`config.mk`:
```
export PLATFORM = sky130hd
export DESIGN_NAME = vrased_reset_seq
export DESIGN_NICKNAME = d
export VERILOG_FILES = /design/src/rtl/vrased_reset_seq.sv
export SDC_FILE = /design/constraint.sdc
export NUM_CORES = 1
export LEC_CHECK = 0
export ABC_AREA = 0
export CORE_UTILIZATION = 44
export DETAILED_ROUTE_END_ITERATION = 16
export GPL_TIMING_DRIVEN = 0
export PLACE_DENSITY_LB_ADDON = 0.12
export SETUP_SLACK_MARGIN = 0.02
export SYNTH_ARGS = -nofsm -noshare
export SYNTH_HDL_FRONTEND = slang
export SYNTH_SLANG_ARGS = --single-unit
export TNS_END_PERCENT = 50
```
`constraint.sdc`:
```
create_clock -name mclk -period 2.36 [get_ports mclk]
set_clock_uncertainty 0.1 [all_clocks]
set_input_delay 0.354 -clock mclk [delete_from_list [all_inputs] [get_ports mclk]]
set_output_delay 0.354 -clock mclk [all_outputs]
set_load 0.05 [all_outputs]
```
`src/rtl/vrased_reset_seq.sv`:
```
// Violation-driven reset sequencer: latches VRASED monitor flags, stretches a CPU reset request,
// gates DMA until the CPU fetches from RESET_HANDLER. Optional counter: `VRASED_VIOL_CNT_EN.
module vrased_reset_seq #(
  parameter logic [15:0] RESET_HANDLER = 16'h0000,
  parameter int unsigned HOLD_CYCLES   = 8,
  parameter int unsigned RECOVER_TMO   = 64,
  parameter int unsigned CNT_W         = 8
) (
  input  logic             mclk,
  input  logic             por,
  input  logic [5:0]       viol,
  input  logic [15:0]      pc,
  input  logic             cause_clr,
  output logic             sys_rst_req,
  output logic             dma_block,
  output logic [5:0]       cause,
  output logic [5:0]       first_cause,
  output logic             busy,
  output logic [CNT_W-1:0] viol_cnt
);

  typedef enum logic [1:0] {
    ST_IDLE    = 2'd0,
    ST_HOLD    = 2'd1,
    ST_RECOVER = 2'd2,
    ST_BAD     = 2'd3
  } state_e;

  localparam logic [7:0] HOLD_RELOAD = 8'(HOLD_CYCLES - 1);
  localparam logic [7:0] TMO_RELOAD  = 8'(RECOVER_TMO - 1);

  state_e     state_q, state_d;
  logic [7:0] hold_cnt_q, hold_cnt_d;
  logic [7:0] tmo_cnt_q, tmo_cnt_d;
  logic [5:0] first_cause_q, first_cause_d;
  logic [5:0] cause_q, cause_d;
  logic       sys_rst_req_q, sys_rst_req_d;
  logic       dma_block_q, dma_block_d;
  logic       busy_q, busy_d;
  logic       any_v;

  assign any_v = |viol;

  always_ff @(posedge mclk or posedge por) begin
    if (por) begin
      state_q       <= ST_IDLE;
      hold_cnt_q    <= 8'd0;
      tmo_cnt_q     <= 8'd0;
      first_cause_q <= 6'd0;
      cause_q       <= 6'd0;
      sys_rst_req_q <= 1'b0;
      dma_block_q   <= 1'b0;
      busy_q        <= 1'b0;
    end else begin
      state_q       <= state_d;
      hold_cnt_q    <= hold_cnt_d;
      tmo_cnt_q     <= tmo_cnt_d;
      first_cause_q <= first_cause_d;
      cause_q       <= cause_d;
      sys_rst_req_q <= sys_rst_req_d;
      dma_block_q   <= dma_block_d;
      busy_q        <= busy_d;
    end
  end

  // A violation in any non-idle state restarts the hold window; only IDLE->HOLD records first_cause.
  always_comb begin
    state_d       = state_q;
    hold_cnt_d    = hold_cnt_q;
    tmo_cnt_d     = tmo_cnt_q;
    first_cause_d = first_cause_q;
    case (state_q)
      ST_IDLE: begin
        if (any_v) begin
          state_d       = ST_HOLD;
          hold_cnt_d    = HOLD_RELOAD;
          first_cause_d = viol;
        end
      end
      ST_HOLD: begin
        if (any_v) begin
          hold_cnt_d = HOLD_RELOAD;
        end else if (hold_cnt_q == 8'd0) begin
          state_d   = ST_RECOVER;
          tmo_cnt_d = TMO_RELOAD;
        end else begin
          hold_cnt_d = hold_cnt_q - 8'd1;
        end
      end
      ST_RECOVER: begin
        if (any_v || (pc != RESET_HANDLER && tmo_cnt_q == 8'd0)) begin
          state_d    = ST_HOLD;
          hold_cnt_d = HOLD_RELOAD;
        end else if (pc == RESET_HANDLER) begin
          state_d = ST_IDLE;
        end else begin
          tmo_cnt_d = tmo_cnt_q - 8'd1;
        end
      end
      default: begin
        state_d    = ST_HOLD;
        hold_cnt_d = HOLD_RELOAD;
      end
    endcase
  end

  // Outputs are registered from the next state so they line up with the state register.
  always_comb begin
    sys_rst_req_d = (state_d == ST_HOLD);
    dma_block_d   = (state_d != ST_IDLE);
    busy_d        = (state_d != ST_IDLE);
    cause_d       = (cause_clr ? 6'd0 : cause_q) | viol;
  end

  assign sys_rst_req = sys_rst_req_q;
  assign dma_block   = dma_block_q;
  assign busy        = busy_q;
  assign cause       = cause_q;
  assign first_cause = first_cause_q;

`ifdef VRASED_VIOL_CNT_EN
  logic             any_v_q;
  logic [CNT_W-1:0] viol_cnt_q, viol_cnt_d;

  always_comb begin
    viol_cnt_d = viol_cnt_q;
    if (any_v && !any_v_q && (viol_cnt_q != {CNT_W{1'b1}})) begin
      viol_cnt_d = viol_cnt_q + {{(CNT_W-1){1'b0}}, 1'b1};
    end
  end

  always_ff @(posedge mclk or posedge por) begin
    if (por) begin
      any_v_q    <= 1'b0;
      viol_cnt_q <= '0;
    end else begin
      any_v_q    <= any_v;
      viol_cnt_q <= viol_cnt_d;
    end
  end

  assign viol_cnt = viol_cnt_q;
`else
  assign viol_cnt = '0;
`endif

endmodule

```
Word level (Yosys, flattened, before mapping):

Cells that the tools add are included.

* add/sub/neg operators: 2
* equal/unequal tests: 10
* multiplexer cells: 17
* bitwise gates (word level): 1
* reduce and logical (&&, ||, !) cells: 13

Operators by type and width (number)
* two-way mux 8 bit: 8
* case mux 8 bit (3 select lines): 1
* zero test 16 bit: 1
* zero test 8 bit: 2
* case mux 8 bit (2 select lines): 1
* nonzero test 16 bit: 1
* subtractor 8 x 1 -> 8 bit (second input constant): 2
* != test 2 bit (second input constant): 6
* two-way mux 2 bit: 5
* two-way mux 6 bit: 1
* OR 6 bit: 1
* case mux 2 bit (3 select lines): 1
* OR reduction 6 bit: 1
* AND reduction 5 bit: 1
* == test 2 x 1 -> 1 bit (second input constant): 2
* nonzero test 2 bit: 2
* != test 3 bit (second input constant): 1
* AND reduction 3 bit: 1
* == test 2 bit (second input constant): 1
* zero test 2 bit: 1
* AND reduction 2 bit: 1
* logical AND 1 bit: 1
* logical OR 1 bit: 1

* flip-flop bits (word level): 32

Depth between registers and ports, before layout:

* depth in word-level cells: 6
* gate-level depth with buffers: 7
* depth with buffers taken out: 7

Least setup slack after synthesis:

OpenSTA, ideal clock, no wires.

* kind: register to register
* from: reg hold_cnt_q[0]
* to: reg tmo_cnt_q[0]
* arrival time: 1.875 ns
* data required time: 2.135 ns
* setup slack: 0.260 ns
* cell stages (with the launch flop): 8
* buffers on the path: 0
* clock period less this slack: 2.100 ns
* cell sequence: dfrtp_1 inv_1 ha_1 nor3b_2 nand4_2 a21boi_4 a21boi_4 mux2_4

* longest elaborated chain between the ends: 3

Ends and longest elaborated chain
* from (decl): RTL line 33 `logic [7:0] hold_cnt_q, hold_cnt_d;`
* from (signal assigned): RTL line 56 `hold_cnt_q <= hold_cnt_d;`
* zero test 8 bit: RTL line 83 `end else if (hold_cnt_q == 8'd0) begin`
* != test 2 bit (no source line)
* AND reduction 5 bit (no source line)
* to (signal assigned): RTL line 57 `tmo_cnt_q <= tmo_cnt_d;`
* to (decl): RTL line 34 `logic [7:0] tmo_cnt_q, tmo_cnt_d;`

No other way between the ends.
A chain may end at the register's enable or synchronous reset.

Worst setup path in the final report:

* from: in viol[3]
* to: reg tmo_cnt_q[0]

* longest elaborated chain between the ends: 4

Ends and longest elaborated chain
* from (decl): RTL line 11 `input logic [5:0] viol,`
* OR reduction 6 bit *: RTL line 42 `assign any_v = |viol;`
* logical OR 1 bit: RTL line 91 `if (any_v || (pc != RESET_HANDLER && tmo_cnt_q == 8'd0)) begin`
* != test 2 bit (no source line)
* AND reduction 5 bit (no source line) *

Every way passes the cells marked *; elsewhere a longest branch is shown, timed or not.

==> impl_metrics.py <==
metrics = {
    "cts": {
        "htree_num_levels": 2,
        "path_clk_slew_ns": 0.07,
        "cts.sinks": 32,
        "cts_buffers": 5,
        "cts-root-buf": "clkbuf_8",
        "clk_path_buf_depth": 2,
        "clock_latency_ns": 0.29,
        "cts_tree": "done",
        "postCtsHoldBufs": 0,
    },
    "setup_path": {
        "critPathSlowestCell": "clkdlybuf4s50_1",
        "critical_path_class": "input port to flip-flop",
        "reg2reg_from": "state_q[0]",
        "cp_max_fo": 7,
        "crit_chain": "clkdlybuf4s50_1, nor4_4, and2_2, nand3_1, a21boi_4, mux2_4",
        "endpoint_kind": "flip-flop",
        "max_stage_delay_ns": 0.49,
        "cp.buffers_inverters": 1,
        "cpLargestDelayFamily": "simple AND/OR/NAND/NOR gates",
        "crit_start": "viol[3]",
        "arrival_ns": 2.33,
        "cp-start-kind": "input port",
        "required_ns": 2.43,
    },
    "synthesis": {
        "yosysSeqAreaShare_pct": 42.8,
        "synth_top_area_share_pct": 42.8,
        "synth_edf_count": 0,
        "yosys_warnings": 0,
        "ys_ff_latch": 32,
        "synth_area_leaders": "dfrtp_1 (43%), nand2_1 (5.0%), ha_1 (4.7%)",
        "synthesis.area_um2": 1870,
        "syn-mean-instance-area_um2": 9.61,
        "async_reset_ff_share_pct": 100,
        "synth_area_leader_cell": "dfrtp_1",
        "synth_flop_cell": "dfrtp_1",
        "synth.distinct_cells": 48,
        "syn_inst": 195,
    },
    "layout": {
        "drive_above_1_share_pct": 17.5,
        "nets": 283,
        "multi_input_area_um2": 981,
        "stdcell_count": 302,
        "layout_commonest_cell": "clkdlybuf4s50_1",
        "syn_to_final_growth_pct": 34.2,
        "regArea_um2": 801,
        "final_area_um2": 2510,
        "fillers": 346,
        "antenna_cells": 0,
        "fin_util_pct": 61.9,
        "final_cell_mix": "clkdlybuf4s50_1 (39), dfrtp_1 (32), nand2_1 (25)",
    },
    "drt": {
        "vias": 1656,
        "ant_nets": 0,
        "wl_per_cell_um": 13.7,
        "drcViolationCount": 0,
        "via_per_inst": 5.48,
        "detail_route.first_pass.iterations": 4,
        "finalWirelength_um": 4150,
        "first_iter_violations": 109,
    },
    "floorplanning": {
        "die_width_um": 67.2,
        "core-area_um2": 4060,
        "num_rows": 23,
        "start_util_pct": 46.2,
        "io_pins": 48,
        "die-area_um2": 4520,
        "dieHeight_um": 67.2,
    },
    "grt": {
        "grt-ovfl-total": 0,
        "grt_first_pass_wirelength_um": 6530,
        "antenna_found_initial": 0,
        "grt_max_degree": 33,
        "groute.usage.overall_pct": 19.6,
        "grt_pass1_vias": 1437,
    },
    "min_path": {
        "min_from": "first_cause[4]",
        "hold_path.class": "flip-flop to flip-flop",
    },
    "sta": {
        "rsz0062_at_grt": "true",
        "slew_headroom_pct": 53.0,
        "finalHoldViolations": 0,
        "fmax_mhz": 443,
        "fin_crit_ns": 2.26,
        "slew_viol_final": 0,
        "setup_viol": 0,
        "worst_slew_pin_slew_ns": 0.705,
        "period_share_pct": 95.6,
    },
    "pwr": {
        "peakVddDrop_v": 0.000429,
        "p_leak_nw": 1.07,
        "power_density_nw_per_um2": 879,
    },
    "place": {
        "dp_hpwl_um": 2960,
        "placed_cells": 291,
        "place_congestion": 0.784,
        "place_area_um2": 2350,
        "port_buffers": 39,
    },
    "flow_run": {
        "maxCapViolCount": 0,
    },
    "status": {
        "status": "completed",
    },
}
## power breakdown
part           leakage [nW]  internal [W]  switching [W]
clock                0.0510      0.000233       0.000206
combinational         0.659      0.000397       0.000637
sequential            0.364      0.000655      0.0000827
## registers in the layout, indices dropped and copies added, names as in the netlist
register     count
first_cause      6
sys_rst_req      1
hold_cnt_q       8
tmo_cnt_q        8
state_q          2
cause            6
busy             1
## worst register-to-register path: cells and delay by family (launching register included)
kind | cells | cell delay (ns)
buf+inv | 3 | 0.63
compound gates | 2 | 0.50
flops | 1 | 0.42
mux | 1 | 0.29
fa+ha+maj | 1 | 0.18
## logic make-up (layout without fill, tap and decap cells)
| group | count (synthesis) | in the layout | synth area share [%] |
|---|---|---|---|
| and+or+nand+nor | 76 | 76 | 22.8 |
| AOI/OAI and AO/OA | 48 | 48 | 19.8 |
| DFF | 32 | 32 | 42.8 |
| other | 1 | 8 | 0.200 |
| muxes | 3 | 3 | 2.20 |
| adders and majority gates | 7 | 7 | 4.68 |
| buffers and inverters | 28 | 78 | 7.55 |
## stage by stage
step | setup TNS, ns | hold slack (ns) | setup slack, ns | total power [W]
3_5_place_dp | -2.22 | 0.366 | -0.369 | 0.00173
4_1_cts | 0 | 0.381 | 0.0312 | 0.00220
2_1_floorplan | 0 | 0.346 | 0.260 | 0.00142
5_1_grt | -0.000985 | 0.395 | -0.000985 | 0.00233
6_report | 0 | 0.372 | 0.103 | 0.00221
3_3_place_gp | -1.94 | 0.359 | -0.317 | 0.00171
## path summary, 6_finish.rpt
kind	endpoint	slack, ns	cells past startpoint
hold / removal	first_cause[4]	0.37	2
min in group asynchronous	cause[0]	0.38	2
setup / recovery	tmo_cnt_q[0]	0.10	6
hold reg to reg	first_cause[4]	0.37	2
setup reg to reg	hold_cnt_q[1]	0.13	7
max in group asynchronous	hold_cnt_q[1]	1.25	3
## layer usage
| metal | global-route usage [%] | vias to the layer above | wire length, um |
|---|---|---|---|
| met5 | 0 | - | 0 |
| met4 | 9.31 | 0 | 68 |
| met3 | 3.89 | 5 | 231 |
| met2 | 30.9 | 60 | 1920 |
| met1 | 25.8 | 786 | 1920 |
| li1 | - | 805 | - |
## cell usage after synthesis (2+ instances only)
cell type  number
clkbuf_1        3
a32oi_1         2
inv_1          14
nand2_1        25
nor3_1          5
nand3_1         9
buf_2           2
a21boi_4        2
mux2_4          2
nor4_2          2
ha_1            7
a21oi_1         8
a22o_2          3
a21o_1          5
o31a_1          4
dfrtp_1        32
or3_1           3
nor4_1          7
nor2_1          8
o21ai_0         8
a31oi_1         4
nand2b_1        3
a22o_1          2
buf_4           9
nand4_1         3
## what timing repair did
action	CTS	global route
pin swaps	0	3
resized for setup	1	3
endpoints found under the setup margin	2	11
gates cloned	0	0
setup buffers	2	1
## final cells by class
type | instances | share of cell area (%)
sequential | 32 | 31.9
clock buffer | 6 | 3.29
multi-input combinational | 142 | 39.0
timing repair buffer | 43 | 17.5
clock inverter | 2 | 0.398
inverter | 14 | 2.09
buffer | 13 | 3.33
tap | 50 | 2.49
No activity file was read; power rests on OpenSTA's default activity.
